[config.mk]
export PLATFORM = sky130hd
export DESIGN_NAME = descriptor_dispatch_arbiter
export DESIGN_NICKNAME = d
export VERILOG_FILES = /design/src/rtl/descriptor_dispatch_arbiter.sv
export SDC_FILE = /design/constraint.sdc
export NUM_CORES = 1
export LEC_CHECK = 0
export CORE_ASPECT_RATIO = 2
export CORE_MARGIN = 2
export CORE_UTILIZATION = 47
export DETAILED_ROUTE_END_ITERATION = 8
export GPL_TIMING_DRIVEN = 0
export PLACE_DENSITY = 0.84
export SYNTH_ARGS = -nofsm -noshare
export SYNTH_HDL_FRONTEND = slang
export SYNTH_SLANG_ARGS = --single-unit
[constraint.sdc]
create_clock -name i_clk -period 6.9 [get_ports i_clk]
set_input_delay 1.38 -clock i_clk [delete_from_list [all_inputs] [get_ports i_clk]]
set_output_delay 1.38 -clock i_clk [all_outputs]
set_load 0.005 [all_outputs]
[src/rtl/descriptor_dispatch_arbiter.sv]
// Two-way round-robin arbiter feeding the shared receive descriptor channel.
// Holds each granted descriptor until downstream acks or the ack timer expires.
module descriptor_dispatch_arbiter #(
  parameter int CNT_WIDTH   = 16,
  parameter int ACK_TIMEOUT = 1024
) (
  input  logic                 i_clk,
  input  logic                 i_rst,
  input  logic [47:0]          iv_nip_tsntag,
  input  logic [8:0]           iv_nip_bufid,
  input  logic                 i_nip_descriptor_wr,
  output logic                 o_nip_descriptor_ack,
  input  logic [47:0]          iv_ip_tsntag,
  input  logic [8:0]           iv_ip_bufid,
  input  logic                 i_ip_descriptor_wr,
  output logic                 o_ip_descriptor_ack,
  output logic [47:0]          ov_tsntag,
  output logic [8:0]           ov_bufid,
  output logic                 o_descriptor_wr,
  input  logic                 i_descriptor_ack,
  output logic                 o_descriptor_drop_pulse,
  output logic [CNT_WIDTH-1:0] ov_nip_grant_cnt,
  output logic [CNT_WIDTH-1:0] ov_ip_grant_cnt,
  output logic [CNT_WIDTH-1:0] ov_drop_cnt,
  output logic [1:0]           arb_state
);

  typedef enum logic [0:0] {
    IDLE     = 1'b0,
    WAIT_ACK = 1'b1
  } state_t;

  localparam int TW = (ACK_TIMEOUT > 2) ? $clog2(ACK_TIMEOUT) : 1;
  localparam logic [TW-1:0] TO_LAST =
    (ACK_TIMEOUT > 0) ? TW'(ACK_TIMEOUT - 1) : '0;

  state_t        state, state_nxt;
  logic [TW-1:0] to_cnt, to_nxt;
  logic          last_ip;
  logic          grant_nip, grant_ip;
  logic          done, drop;

  always_ff @(posedge i_clk or posedge i_rst) begin
    if (i_rst) state <= IDLE;
    else       state <= state_nxt;
  end

  always_comb begin
    state_nxt = state;
    to_nxt    = to_cnt;
    grant_nip = 1'b0;
    grant_ip  = 1'b0;
    done      = 1'b0;
    drop      = 1'b0;
    unique case (state)
      IDLE: begin
        // last_ip set means non-IP owns the tie
        if (i_nip_descriptor_wr &&
            (!i_ip_descriptor_wr || last_ip))
          grant_nip = 1'b1;
        else if (i_ip_descriptor_wr)
          grant_ip = 1'b1;
        if (grant_nip || grant_ip) begin
          state_nxt = WAIT_ACK;
          to_nxt    = '0;
        end
      end
      WAIT_ACK: begin
        if (i_descriptor_ack) begin
          done      = 1'b1;
          state_nxt = IDLE;
        end else if (ACK_TIMEOUT != 0) begin
          if (to_cnt == TO_LAST) begin
            drop      = 1'b1;
            state_nxt = IDLE;
          end else begin
            to_nxt = to_cnt + TW'(1);
          end
        end
      end
      default: state_nxt = IDLE;
    endcase
  end

  always_ff @(posedge i_clk or posedge i_rst) begin
    if (i_rst) begin
      to_cnt                  <= '0;
      last_ip                 <= 1'b1;
      ov_tsntag               <= '0;
      ov_bufid                <= '0;
      o_descriptor_wr         <= 1'b0;
      o_nip_descriptor_ack    <= 1'b0;
      o_ip_descriptor_ack     <= 1'b0;
      o_descriptor_drop_pulse <= 1'b0;
      ov_nip_grant_cnt        <= '0;
      ov_ip_grant_cnt         <= '0;
      ov_drop_cnt             <= '0;
    end else begin
      to_cnt                  <= to_nxt;
      o_nip_descriptor_ack    <= grant_nip;
      o_ip_descriptor_ack     <= grant_ip;
      o_descriptor_drop_pulse <= drop;
      if (grant_nip) begin
        ov_tsntag        <= iv_nip_tsntag;
        ov_bufid         <= iv_nip_bufid;
        ov_nip_grant_cnt <= ov_nip_grant_cnt + CNT_WIDTH'(1);
        last_ip          <= 1'b0;
      end
      if (grant_ip) begin
        ov_tsntag       <= iv_ip_tsntag;
        ov_bufid        <= iv_ip_bufid;
        ov_ip_grant_cnt <= ov_ip_grant_cnt + CNT_WIDTH'(1);
        last_ip         <= 1'b1;
      end
      if (grant_nip || grant_ip)
        o_descriptor_wr <= 1'b1;
      else if (done || drop)
        o_descriptor_wr <= 1'b0;
      if (drop)
        ov_drop_cnt <= ov_drop_cnt + CNT_WIDTH'(1);
    end
  end

  assign arb_state = {1'b0, state};

endmodule

* Yosys cells after proc, flatten, opt, wreduce, memory -nomap -nowiden
Index checks and enable logic that the tools add are counted.
** Storage, ports and cells
- Register bits after elaboration :: 121
** Cells by class
- Mux-type cells :: 28
- Bitwise operators :: 1
- $add $sub $neg :: 4
- Eq/ne operators :: 4
- Reductions and logical operators :: 9
** Operators with widths (number)
- $mux 48 :: 2
- $add 16x1->16 const B :: 3
- $mux 10 :: 3
- $pmux 10 s2 :: 1
- $mux 1 :: 19
- $mux 9 :: 2
- $add 10x1->10 const B :: 1
- $eq 10x10->1 const B :: 1
- $ne 2x2->1 const B :: 3
- $logic_or 1x1->1 :: 4
- $reduce_bool 2->1 :: 2
- $reduce_and 3->1 :: 1
- $pmux 1 s2 :: 1
- $logic_and 1x1->1 :: 1
- $logic_not 1->1 :: 1
- $not 1->1 :: 1

* Longest topological paths before layout
- Depth in word-level cells :: 8
- Depth in mapped cells :: 6
- Depth with buffers taken out :: 5

* Worst setup path after synthesis
OpenSTA, ideal clock, no wires.
- Path kind :: input -> register
- From :: in i_descriptor_ack
- To :: reg ov_drop_cnt[9]
- Arrival :: 2.388 ns
- Setup time :: 0.126 ns
- Setup slack :: 4.386 ns
- Stages on the path :: 5
- Buffers on the path :: 1
- Cell sequence :: nand2b_1 > nor4_4 > buf_6 > nand3_1 > xnor2_1
** Between the ends
- Cells in the longest elaborated chain, start to end :: 2
** Ends and longest elaborated chain
- start: declaration :: RTL line 20 : input logic i_descriptor_ack,
- $mux 1 :: RTL line 69 : if (i_descriptor_ack) begin
- $mux 1 :: RTL line 55 : unique case (state)
- via drop :: RTL line 41 : logic done, drop;
- end signal: assignment :: RTL line 120 : ov_drop_cnt <= ov_drop_cnt + CNT_WIDTH'(1);
- end: declaration :: RTL line 24 : output logic [CNT_WIDTH-1:0] ov_drop_cnt,
The timed path passes the listed nets, and every way through them passes these cells.
A chain may end at the register's enable or synchronous reset.

* Final worst setup path
- From :: in i_ip_descriptor_wr
- To :: reg ov_tsntag[7]
** Between the ends
- Cells in the longest elaborated chain, start to end :: 7
** Ends and longest elaborated chain
- start: declaration :: RTL line 15 : input logic i_ip_descriptor_wr,
- $logic_not 1->1 :: RTL line 59 : (!i_ip_descriptor_wr || last_ip))
- $logic_or 1x1->1 :: RTL line 59
- $logic_and 1x1->1 :: RTL line 58 : if (i_nip_descriptor_wr &&
- $mux 1 :: RTL line 58
- $mux 1 (2 in a row) :: RTL line 55
- $mux 48 / $reduce_bool 2->1 (equally long branches)
- end signal: assignment :: RTL line 104 : ov_tsntag <= iv_nip_tsntag;
- end signal: assignment :: RTL line 110 : ov_tsntag <= iv_ip_tsntag;
- end: declaration :: RTL line 17 : output logic [47:0] ov_tsntag,
Parallel ways exist; a longest one is shown, timed or not. The select of a mux whose other input is x is not followed.

==> flow_metrics.py <==
metrics = {
    "placed_design": {
        "gp_congestion": 0.881,
        "io_buffers": 228,
        "post_dp_cell_area_mm2": 0.00808,
        "dp_hpwl_um": 12600,
    },
    "critical_path": {
        "crit_family": "buffers and inverters",
        "r2r_slack_ps": 4780,
        "crit_path_frequent_cell": "clkbuf_1",
        "max_stage_delay_ps": 470,
        "critPathBufInv": 3,
        "critPathRequiredTime_ps": 7220,
        "arrival_ps": 3420,
        "crit_slowest_cell": "clkdlybuf4s50_1",
        "endpoint_kind": "flip-flop",
        "path_cells": "clkdlybuf4s50_1 > o21ai_2 > clkbuf_1 > clkbuf_1 > nand2_1 > o21ai_0",
        "path_class": "primary input to flip-flop",
        "crit_path_start_kind": "primary input",
        "crit_fanout": 10,
    },
    "sta": {
        "tns_ps": 0,
        "rsz0062_at_grt": "no",
        "setup_viol": 0,
        "period_needed_ps": 3090,
        "fmax_mhz": 323,
        "slew_viol_final": 0,
        "tightest_slew_ps": 623,
        "finalHoldViolCount": 0,
        "fin_worst_skew_ps": 8.75,
        "relSlewSlack_pct": 58.1,
        "period_share_pct": 44.8,
    },
    "synthesis": {
        "ys.flop_type": "dfrtp_1",
        "async_flop_share_pct": 100,
        "synth-seq-cells": 121,
        "netlist_area_mm2": 0.00559,
        "syn-instance-count": 520,
        "synth-edff-count": 0,
        "ys_seq_area_share_pct": 54.2,
        "synth_cell_types": 40,
        "yosys_warnings": 0,
        "syn_avg_cell_area_um2": 10.7,
        "synth_fp_nets": 643,
    },
    "routing": {
        "drtIter0Drc": 286,
        "vias_per_cell": 5.40,
        "wl_per_cell_um": 17.7,
        "drc": 0,
        "vias": 5000,
        "drt_pass1_iterations": 4,
        "wl_um": 16400,
        "antenna_left": 0,
    },
    "floorplanning": {
        "num_rows": 56,
        "fp.dieW_um": 81.1,
        "die_area_mm2": 0.0128,
        "ioPinCount": 230,
        "die_h_um": 158,
        "start_util_pct": 48.0,
        "core_area_mm2": 0.0116,
    },
    "final_layout": {
        "final_util_pct": 74.8,
        "antenna_cells": 0,
        "area_growth_pct": 55.7,
        "finish.instance_area_mm2": 0.00870,
        "layout.nets": 891,
        "drive_gt1_share_pct": 7.30,
    },
    "clock_network": {
        "h-tree-depth": 4,
        "clkSinkCount": 121,
        "post_cts_resized": 0,
        "cts_buffer_depth": 2,
        "cts_inserted_buffers": 17,
        "cts_setup_buffers": 0,
        "clk_latency_ps": 410,
        "root_buffer": "clkbuf_16",
        "cts.clk_slew.worst_paths_ps": 60,
        "postCtsHoldBufs": 0,
        "cts_tree": "done",
    },
    "run_status": {
        "status": "finished, final reports clean",
    },
    "global_route": {
        "grt_pass1_vias": 5349,
        "track_usage_pct": 26.9,
        "grt_max_degree": 75,
        "grt_overflow": 0,
        "grt_first_pass_wirelength_um": 26300,
        "antenna_found_initial": 0,
    },
    "power_and_ir_drop": {
        "power.density_mw_per_mm2": 320,
        "p_leak_nw": 3.63,
        "ir_drop_uv": 252,
    },
    "min_path": {
        "hold_class": "flip-flop to flip-flop",
    },
    "job": {
        "cap_violations": 0,
    },
}
-- stage by stage --
step | hold WS (ps) | std cells | total power, mW | setup WS, ps
final | 475 | 926 | 2.78 | 3810
after global routing | 484 | 926 | 2.92 | 3630
after CTS | 478 | 926 | 2.80 | 3780
after detailed placement | 470 | 894 | 1.89 | 3360
after global placement | 457 | 893 | 1.84 | 749
after floorplan | 465 | 520 | 1.33 | 2310
-- logic make-up after synthesis --
family                     synth area share (%)
buffers and inverters                      3.09
muxes                                      11.2
other                                    0.0671
xor gates and xnor gates                   7.05
and+or+nand+nor                            16.3
adders and majority gates                 0.896
DFF                                        54.2
AOI/OAI and AO/OA                          7.14
-- layout make-up --
type	instances	area, um^2
Timing Repair Buffer	229	2310
Tap cell	145	181
Inverter	9	38.8
Buffer	26	139
Multi-Input combinational cell	364	2380
Fill cell	820	2930
Clock inverter	11	144
Clock buffer	21	470
Sequential cell	121	3030
-- placed cells by master (no fill, tap or decap), types with 2 or more instances in the layout --
master,synthesis,layout
nand2_1,78,78
inv_6,0,2
and4_1,3,3
nor2_1,11,11
inv_1,9,8
clkbuf_8,0,3
clkinvlp_4,0,4
clkdlybuf4s50_1,0,228
nor3_1,11,11
clkinv_2,0,3
nand3_1,28,28
bufinv_16,0,3
o21ai_0,62,62
buf_4,8,8
mux2i_1,59,59
nor4_1,3,3
buf_2,3,3
clkbuf_1,14,15
dfrtp_1,120,120
o211ai_1,4,4
nor2b_1,3,3
nand2b_1,4,4
nor4_4,2,2
mux2_2,3,3
or4_1,3,3
clkbuf_16,0,17
or2_2,2,2
and3_1,7,7
xor2_1,11,11
ha_1,4,4
nand4_1,19,19
xnor2_1,34,34
-- cells in the mapped netlist (3+ instances only) --
cell type,count,area (um^2)
nand2b_1,4,25.0
ha_1,4,50.1
xnor2_1,34,298
nand3_1,28,140
nand4_1,19,119
dfrtp_1,120,3000
nor3_1,11,55.1
o211ai_1,4,30.0
nand2_1,78,293
buf_4,8,60.1
and3_1,7,43.8
mux2_2,3,33.8
or4_1,3,22.5
clkbuf_1,14,52.6
and4_1,3,26.3
o21ai_0,62,310
nor2b_1,3,18.8
mux2i_1,59,591
nor4_1,3,18.8
nor2_1,11,41.3
xor2_1,11,96.3
inv_1,9,33.8
buf_2,3,15.0
-- registers in the layout, indices dropped and copies added, names as in the netlist --
| register | cells |
|---|---|
| ov_tsntag | 48 |
| ov_ip_grant_cnt | 16 |
| last_ip | 1 |
| ov_nip_grant_cnt | 16 |
| ov_bufid | 9 |
| o_descriptor_drop_pulse | 1 |
| state | 1 |
| o_descriptor_wr | 1 |
| o_nip_descriptor_ack | 1 |
| o_ip_descriptor_ack | 1 |
| to_cnt | 10 |
| ov_drop_cnt | 16 |
-- layer usage --
| layer | wire, um | up-vias | global-route usage [%] |
|---|---|---|---|
| met5 | 0 | - | 0 |
| met4 | 531 | 0 | 12.2 |
| met3 | 869 | 38 | 7.24 |
| met2 | 9340 | 196 | 49.9 |
| met1 | 5660 | 2445 | 27.2 |
| li1 | - | 2321 | - |
-- path summary, 6_finish.rpt --
check,startpoint,to,cells after the start
hold / removal,ov_drop_cnt[15]$_DFFE_PP0P_,ov_drop_cnt[15]$_DFFE_PP0P_,1
setup / recovery,i_ip_descriptor_wr,ov_tsntag[7]$_DFFE_PP0P_,6
hold reg to reg,ov_drop_cnt[15]$_DFFE_PP0P_,ov_drop_cnt[15]$_DFFE_PP0P_,1
min in group asynchronous,i_rst,ov_bufid[3]$_DFFE_PP0P_,2
setup reg to reg,state$_DFF_PP0_,ov_tsntag[7]$_DFFE_PP0P_,6
max in group asynchronous,i_rst,last_ip$_DFFE_PP1P_,3
-- report_power, final --
group | leakage, nW | total, mW | internal [mW] | switching (mW)
Sequential | 1.55 | 1.04 | 0.894 | 0.146
Combinational | 1.79 | 0.835 | 0.486 | 0.350
Clock | 0.291 | 0.908 | 0.596 | 0.313
(Power assumes the default switching activity.)
